==> config.mk <==
export PLATFORM = sky130hd
export DESIGN_NAME = imem_arbiter_flat
export DESIGN_NICKNAME = d
export VERILOG_FILES = /design/src/rtl/imem_arbiter_pkg.sv /design/src/rtl/imem_arbiter_if.sv /design/src/rtl/imem_starve_cnt.sv /design/src/rtl/imem_arbiter.sv /design/src/flat_wrapper.sv
export SDC_FILE = /design/constraint.sdc
export NUM_CORES = 1
export LEC_CHECK = 0
export ABC_AREA = 1
export CORE_AREA = 2 2 82 84
export DETAILED_ROUTE_END_ITERATION = 10
export DIE_AREA = 0 0 84 86
export PLACE_DENSITY = 0.67
export SYNTH_ARGS = -nofsm -noshare
export SYNTH_HDL_FRONTEND = slang
export SYNTH_SLANG_ARGS = --single-unit
==> constraint.sdc <==
create_clock -name clk -period 2.4 [get_ports clk]
set_input_delay 0.48 -clock clk [delete_from_list [all_inputs] [get_ports clk]]
set_output_delay 0.48 -clock clk [all_outputs]
set_load 0.01 [all_outputs]
==> src/rtl/imem_arbiter_pkg.sv <==
// Shared types and constants for the instruction-memory arbiter.
// Holds the arbitration state enum, memory geometry and address decode helpers.
package imem_arbiter_pkg;

    typedef enum logic [1:0] {
        ST_IDLE = 2'd0,
        ST_RD   = 2'd1,
        ST_WR   = 2'd2
    } arb_state_e;

    localparam int unsigned MEM_DEPTH = 256;
    localparam int unsigned IDX_W     = 8;
    localparam logic [31:0] NOP_WORD  = 32'hE1A00000;

    // Only the low 1 KiB is backed by memory; bits [1:0] are a byte offset.
    function automatic logic addr_in_range(input logic [31:0] addr);
        return addr[31:IDX_W+2] == '0;
    endfunction

    function automatic logic [IDX_W-1:0] word_idx(input logic [31:0] addr);
        return addr[IDX_W+1:2];
    endfunction

endpackage

==> src/rtl/imem_arbiter_if.sv <==
// Bundle of fetch, loader and memory-side signals around the arbiter.
// slave = arbiter side, master = fetch stage / boot loader / memory side.
interface imem_arbiter_if;
    import imem_arbiter_pkg::*;

    logic              fetch_req;
    logic [31:0]       fetch_addr;
    logic              fetch_gnt;
    logic              fetch_rvalid;
    logic [31:0]       fetch_rdata;
    logic              ld_req;
    logic [31:0]       ld_addr;
    logic [31:0]       ld_wdata;
    logic              ld_gnt;
    logic              ld_err;
    logic              mem_en;
    logic              mem_we;
    logic [IDX_W-1:0]  mem_addr;
    logic [31:0]       mem_wdata;
    logic [31:0]       mem_rdata;

    modport slave (
        input  fetch_req, fetch_addr, ld_req, ld_addr, ld_wdata, mem_rdata,
        output fetch_gnt, fetch_rvalid, fetch_rdata, ld_gnt, ld_err,
               mem_en, mem_we, mem_addr, mem_wdata
    );

    modport master (
        output fetch_req, fetch_addr, ld_req, ld_addr, ld_wdata, mem_rdata,
        input  fetch_gnt, fetch_rvalid, fetch_rdata, ld_gnt, ld_err,
               mem_en, mem_we, mem_addr, mem_wdata
    );

endinterface

==> src/rtl/imem_starve_cnt.sv <==
// Counts consecutive loader wins over a pending fetch and flags when the
// fetch must be forced through on its next request.
module imem_starve_cnt #(
    parameter int unsigned LIMIT = 4
) (
    input  logic clk,
    input  logic rst,
    input  logic fetch_req,
    input  logic fetch_gnt,
    input  logic ld_gnt,
    output logic starve
);
    localparam int unsigned CNT_W = (LIMIT < 1) ? 1 : $clog2(LIMIT + 1);

    logic [CNT_W-1:0] cnt_q, cnt_d;

    // NOTE: default assignment first so every path drives cnt_d and no latch is inferred.
    always_comb begin
        cnt_d = cnt_q;
        if (!fetch_req || fetch_gnt) begin
            cnt_d = '0;
        end else if (ld_gnt) begin
            cnt_d = cnt_q + CNT_W'(1);
        end
    end

    // NOTE: sequential state uses non-blocking assignments only.
    always_ff @(posedge clk) begin
        if (rst) begin
            cnt_q <= '0;
        end else begin
            cnt_q <= cnt_d;
        end
    end

    assign starve = (cnt_q >= CNT_W'(LIMIT));

endmodule

==> src/rtl/imem_arbiter.sv <==
// Arbitrates a fetch stage and a boot loader onto one 256x32 synchronous memory.
// Loader port and starvation guard exist only when IMEM_LOADER_EN is defined.
module imem_arbiter #(
    parameter int unsigned STARVE_LIMIT = 4,
    parameter logic [31:0] NOP_WORD     = imem_arbiter_pkg::NOP_WORD
) (
    input  logic           clk,
    input  logic           rst,
    imem_arbiter_if.slave  bus
);
    import imem_arbiter_pkg::*;

    logic        ld_req;
    logic [31:0] ld_addr;
    logic [31:0] ld_wdata;
    logic        starve;
    logic        fetch_gnt;
    logic        ld_gnt;
    logic        fetch_ok;
    logic        ld_ok;

    arb_state_e  state_q, state_d;
    logic        rd_nop_q, rd_nop_d;
    logic        ld_err_q, ld_err_d;

`ifdef IMEM_LOADER_EN
    assign ld_req   = bus.ld_req;
    assign ld_addr  = bus.ld_addr;
    assign ld_wdata = bus.ld_wdata;
`else
    // Loader tied off; the counter below then never advances and folds away.
    logic unused_ld;
    assign unused_ld = ^{bus.ld_req, bus.ld_addr, bus.ld_wdata};
    assign ld_req    = 1'b0;
    assign ld_addr   = '0;
    assign ld_wdata  = '0;
`endif

    imem_starve_cnt #(
        .LIMIT     (STARVE_LIMIT)
    ) u_starve_cnt (
        .clk       (clk),
        .rst       (rst),
        .fetch_req (bus.fetch_req),
        .fetch_gnt (fetch_gnt),
        .ld_gnt    (ld_gnt),
        .starve    (starve)
    );

    always_comb begin
        fetch_gnt = !rst && bus.fetch_req && (!ld_req || starve);
        ld_gnt    = !rst && ld_req && !fetch_gnt;
        fetch_ok  = addr_in_range(bus.fetch_addr);
        ld_ok     = addr_in_range(ld_addr);

        if (fetch_gnt) begin
            state_d = ST_RD;
        end else if (ld_gnt) begin
            state_d = ST_WR;
        end else begin
            state_d = ST_IDLE;
        end
        rd_nop_d = fetch_gnt && !fetch_ok;
        ld_err_d = ld_gnt && !ld_ok;
    end

    always_ff @(posedge clk) begin
        if (rst) begin
            state_q  <= ST_IDLE;
            rd_nop_q <= 1'b0;
            ld_err_q <= 1'b0;
        end else begin
            state_q  <= state_d;
            rd_nop_q <= rd_nop_d;
            ld_err_q <= ld_err_d;
        end
    end

    assign bus.fetch_gnt    = fetch_gnt;
    assign bus.ld_gnt       = ld_gnt;
    assign bus.mem_en       = (fetch_gnt && fetch_ok) || (ld_gnt && ld_ok);
    assign bus.mem_we       = ld_gnt && ld_ok;
    assign bus.mem_addr     = ld_gnt ? word_idx(ld_addr) : word_idx(bus.fetch_addr);
    assign bus.mem_wdata    = ld_wdata;

    // Registered flags are masked by rst so the first reset cycle is already quiet.
    assign bus.fetch_rvalid = !rst && (state_q == ST_RD);
    assign bus.fetch_rdata  = !bus.fetch_rvalid ? '0 :
                              rd_nop_q          ? NOP_WORD : bus.mem_rdata;
    assign bus.ld_err       = !rst && ld_err_q;

endmodule

==> src/flat_wrapper.sv <==
// flat-port wrapper written by rule: the top's interface ports become plain ports
module imem_arbiter_flat import imem_arbiter_pkg::*;
#(
    parameter int unsigned STARVE_LIMIT = 4,
    parameter logic [31:0] NOP_WORD     = imem_arbiter_pkg::NOP_WORD
)
  (clk, rst, bus_fetch_req, bus_fetch_addr, bus_ld_req, bus_ld_addr, bus_ld_wdata, bus_mem_rdata, bus_fetch_gnt, bus_fetch_rvalid, bus_fetch_rdata, bus_ld_gnt, bus_ld_err, bus_mem_en, bus_mem_we, bus_mem_addr, bus_mem_wdata);
  imem_arbiter_if bus_i ();
  input  logic clk;
  input  logic rst;
  input wire logic [$bits(bus_i.fetch_req)-1:0] bus_fetch_req;
  input wire logic [$bits(bus_i.fetch_addr)-1:0] bus_fetch_addr;
  input wire logic [$bits(bus_i.ld_req)-1:0] bus_ld_req;
  input wire logic [$bits(bus_i.ld_addr)-1:0] bus_ld_addr;
  input wire logic [$bits(bus_i.ld_wdata)-1:0] bus_ld_wdata;
  input wire logic [$bits(bus_i.mem_rdata)-1:0] bus_mem_rdata;
  output wire logic [$bits(bus_i.fetch_gnt)-1:0] bus_fetch_gnt;
  output wire logic [$bits(bus_i.fetch_rvalid)-1:0] bus_fetch_rvalid;
  output wire logic [$bits(bus_i.fetch_rdata)-1:0] bus_fetch_rdata;
  output wire logic [$bits(bus_i.ld_gnt)-1:0] bus_ld_gnt;
  output wire logic [$bits(bus_i.ld_err)-1:0] bus_ld_err;
  output wire logic [$bits(bus_i.mem_en)-1:0] bus_mem_en;
  output wire logic [$bits(bus_i.mem_we)-1:0] bus_mem_we;
  output wire logic [$bits(bus_i.mem_addr)-1:0] bus_mem_addr;
  output wire logic [$bits(bus_i.mem_wdata)-1:0] bus_mem_wdata;
  assign bus_i.fetch_req = bus_fetch_req;
  assign bus_i.fetch_addr = bus_fetch_addr;
  assign bus_i.ld_req = bus_ld_req;
  assign bus_i.ld_addr = bus_ld_addr;
  assign bus_i.ld_wdata = bus_ld_wdata;
  assign bus_i.mem_rdata = bus_mem_rdata;
  assign bus_fetch_gnt = bus_i.fetch_gnt;
  assign bus_fetch_rvalid = bus_i.fetch_rvalid;
  assign bus_fetch_rdata = bus_i.fetch_rdata;
  assign bus_ld_gnt = bus_i.ld_gnt;
  assign bus_ld_err = bus_i.ld_err;
  assign bus_mem_en = bus_i.mem_en;
  assign bus_mem_we = bus_i.mem_we;
  assign bus_mem_addr = bus_i.mem_addr;
  assign bus_mem_wdata = bus_i.mem_wdata;
  imem_arbiter #(.STARVE_LIMIT(STARVE_LIMIT), .NOP_WORD(NOP_WORD)) u_core (.clk(clk), .rst(rst), .bus(bus_i));
endmodule
==> results of run 1 <==
[per-layer routing]
metal	share of wire	up-vias
li1	-	514
met1	0.34	407
met2	0.49	90
met3	0.15	6
met4	0.013	0
met5	0	-
[final timing paths]
kind / slack, ns / end / depth (start not counted)
max: 0.07 / bus_fetch_rdata[24] / 6
min: 0.85 / u_core.state_q[0] / 3
[cell families (layout without fill, tap and decap cells)]
group	after synthesis	after routing	synth area share
other	1	35	0.00486
flip-flops	2	2	0.0519
buffers and inverters	54	104	0.501
AND/OR/NAND/NOR	88	88	0.442
[flip-flops by register name, indices dropped and copies added (netlist names)]
signal / cells
u_core.rd_nop_q: 1
u_core.state_q: 1
[cell type report]
cell class                 instances  area [um2]  share of cell area
clock buffer                       3        41.3              0.0242
sequential                         2        40.0              0.0235
inverter                           6        22.5              0.0132
multi-input combinational        123         475               0.279
timing repair buffer              95        1030               0.603
tap                               77        96.3              0.0566
[through the flow]
stage | utilization | instance area, um2 | std cells
final | 0.271 | 1700 | 306
after global routing | 0.271 | 1700 | 306
after CTS | 0.259 | 1630 | 306
after detailed placement | 0.253 | 1590 | 303
after global placement | 0.253 | 1590 | 303
after floorplan | - | 900 | 179
[report_power, final]
part | internal, mW | total (mW) | switching, mW
Combinational | 0.119 | 0.199 | 0.0803
Clock | 0.106 | 0.130 | 0.0240
Sequential | 0.0354 | 0.0375 | 0.00212
Total | 0.260 | 0.366 | 0.106
[repair_timing]
| action | CTS | global route |
|---|---|---|
| gates resized for setup | 2 | 30 |
| buffers inserted | 0 | 0 |
| endpoints found under the hold margin | 0 | 0 |
| endpoints found under the setup margin | 1 | 30 |
[cells in the final DEF (no fill, tap or decap)]
cell and n:
clkdlybuf4s50_1 60, dfxtp_1 2, nor2_1 51, nand2_1 31, clkbuf_8 3, inv_2 1
nor2_2 1, or2_0 1, conb_1 35, nand2_2 3, dlygate4sd2_1 1, nand3_1 1
dlymetal6s2s_1 30, inv_1 5, buf_12 1, buf_4 3
==> results by group, run 1 <==
Power and ir drop
  • Peak supply drop: 0.000381 V
  • Leakage Power: 1.27 nW
  • Overall Power: 0.366 mW
  • Power Dens Cells: 215 nW/um2

Clock network
  • CTS Buf Count: 3
  • CTS tree: yes
  • Clk sinks: 2
  • CTS H-tree lvls: 1
  • Reg clk slew, reported paths: 0.03 ns
  • Clock tree buffer depth: 2
  • Root Buffer: clkbuf_8
  • Post-CTS Hold Buffers: 0

Global route
  • M2 GR Usage: 0.132
  • Global routing's busiest layer: met2
  • Met3 Usage GRT: 0.0241
  • GRT Total Usage: 0.0678
  • Antenna violations before repair: 0
  • Grt total ovfl: 0
  • First-pass GRT wire length: 4.11 mm
  • Pin count of the biggest net entering global routing: 34
  • GR Util met1: 0.0704
  • Number of global-route vias before repair: 902

Worst hold path
  • Hold Crit Class: in2reg
  • Critical hold path startpoint: bus_fetch_req

Synthesis
  • Post-synth EDFFs: 0
  • Synthesized area: 772 um2
  • Syn avg cell area: 5.32 um2
  • Largest area contributor in the netlist: buf_4
  • Synth top area share: 0.418
  • Post-synthesis async set-or-reset flop share: 0
  • Synth area leaders: buf_4 (42%), nor2_1 (25%), nand2_1 (15%)
  • Sequential area share after synthesis: 0.0519
  • Synth cell count leaders: nor2_1 (52), buf_4 (43), nand2_1 (31), inv_1 (5)
  • Count leader, synth: nor2_1
  • Synth Register Bits: 2
  • Top_reg_cell synth: dfxtp_1
  • Instance count of the mapped netlist: 145
  • Number of unique standard cell types used by synthesis: 13
  • Warning count from the yosys run: 0

Floorplan
  • Initial Utilization: 0.123
  • Die Ht: 86 um
  • Std-Cell Rows: 29
  • Die W: 84 um
  • Die Area: 7220 um2
  • Core area: 6280 um2
  • Top Ports: 210

Worst setup path
  • Crit path max-delay family: buffers and inverters
  • Worst path bufs/invs: 4
  • Setup crit end kind: primary output
  • CP Cell Sequence: clkdlybuf4s50_1 > inv_1 > nand2_1 > buf_12 > nor2_1 > clkdlybuf4s50_1
  • Most used cell, CP: clkdlybuf4s50_1
  • Critical-path top delay cell: clkdlybuf4s50_1
  • Slowest stage delay, CP: 0.54 ns
  • Worst setup path startpoint: rst
  • Worst Path Arrival: 1.85 ns
  • Critical path data required time: 1.92 ns
  • Setup CP Type: in2out
  • Startpoint types: primary input
  • Worst Path Max Fanout: 33

Timing
  • Final Max Slew Viols: 0
  • Hold slack: 0.847 ns
  • Final worst slack: 0.0731 ns
  • Final Hold Viols: 0
  • RSZ-0062 raised after global routing: false
  • TNS Setup: 0 ns
  • Final period utilization: 0.970
  • Final Setup Violations: 0
  • Min Tclk post-route: 2.33 ns
  • Fmax: 0.430 GHz

Placed design
  • Placer Congestion: 0.580
  • DP Wirelength: 2.18 mm
  • IO buf count: 91
  • Dpl ws: -0.106 ns

Run status
  • Status: finished, final reports clean

Routing
  • Detailed Route Iter0 Violations: 10
  • Final wirelength: 2.67 mm
  • # DRC: 0
  • Drt wl/cell: 8.74 um
  • Via density: 3.32
  • DR vias: 1017
  • DRT Pass-1 Iters: 2
  • ANT nets after route: 0

Layout
  • Layout cells sized above 1: 0.0524
  • # diodes: 0
  • Nets: 363
  • Fillcell total: 690
  • Area growth, synth to finish: 121%

Flow run
  • Number of max-cap violations: 0
Power figures use the tool's default switching activity.
==> inputs of run 2 (changes only) <==
CTS_BUF_LIST = sky130_fd_sc_hd__clkbuf_8   (was default)
==> results of run 2 <==
Final layout, timing and power as in run 1 (identical DEF).
==> inputs of run 3 (changes only) <==
ABC_CLOCK_PERIOD_IN_PS = 2400   (was default)
==> results of run 3 <==
Final layout, timing and power as in run 1 (identical DEF).
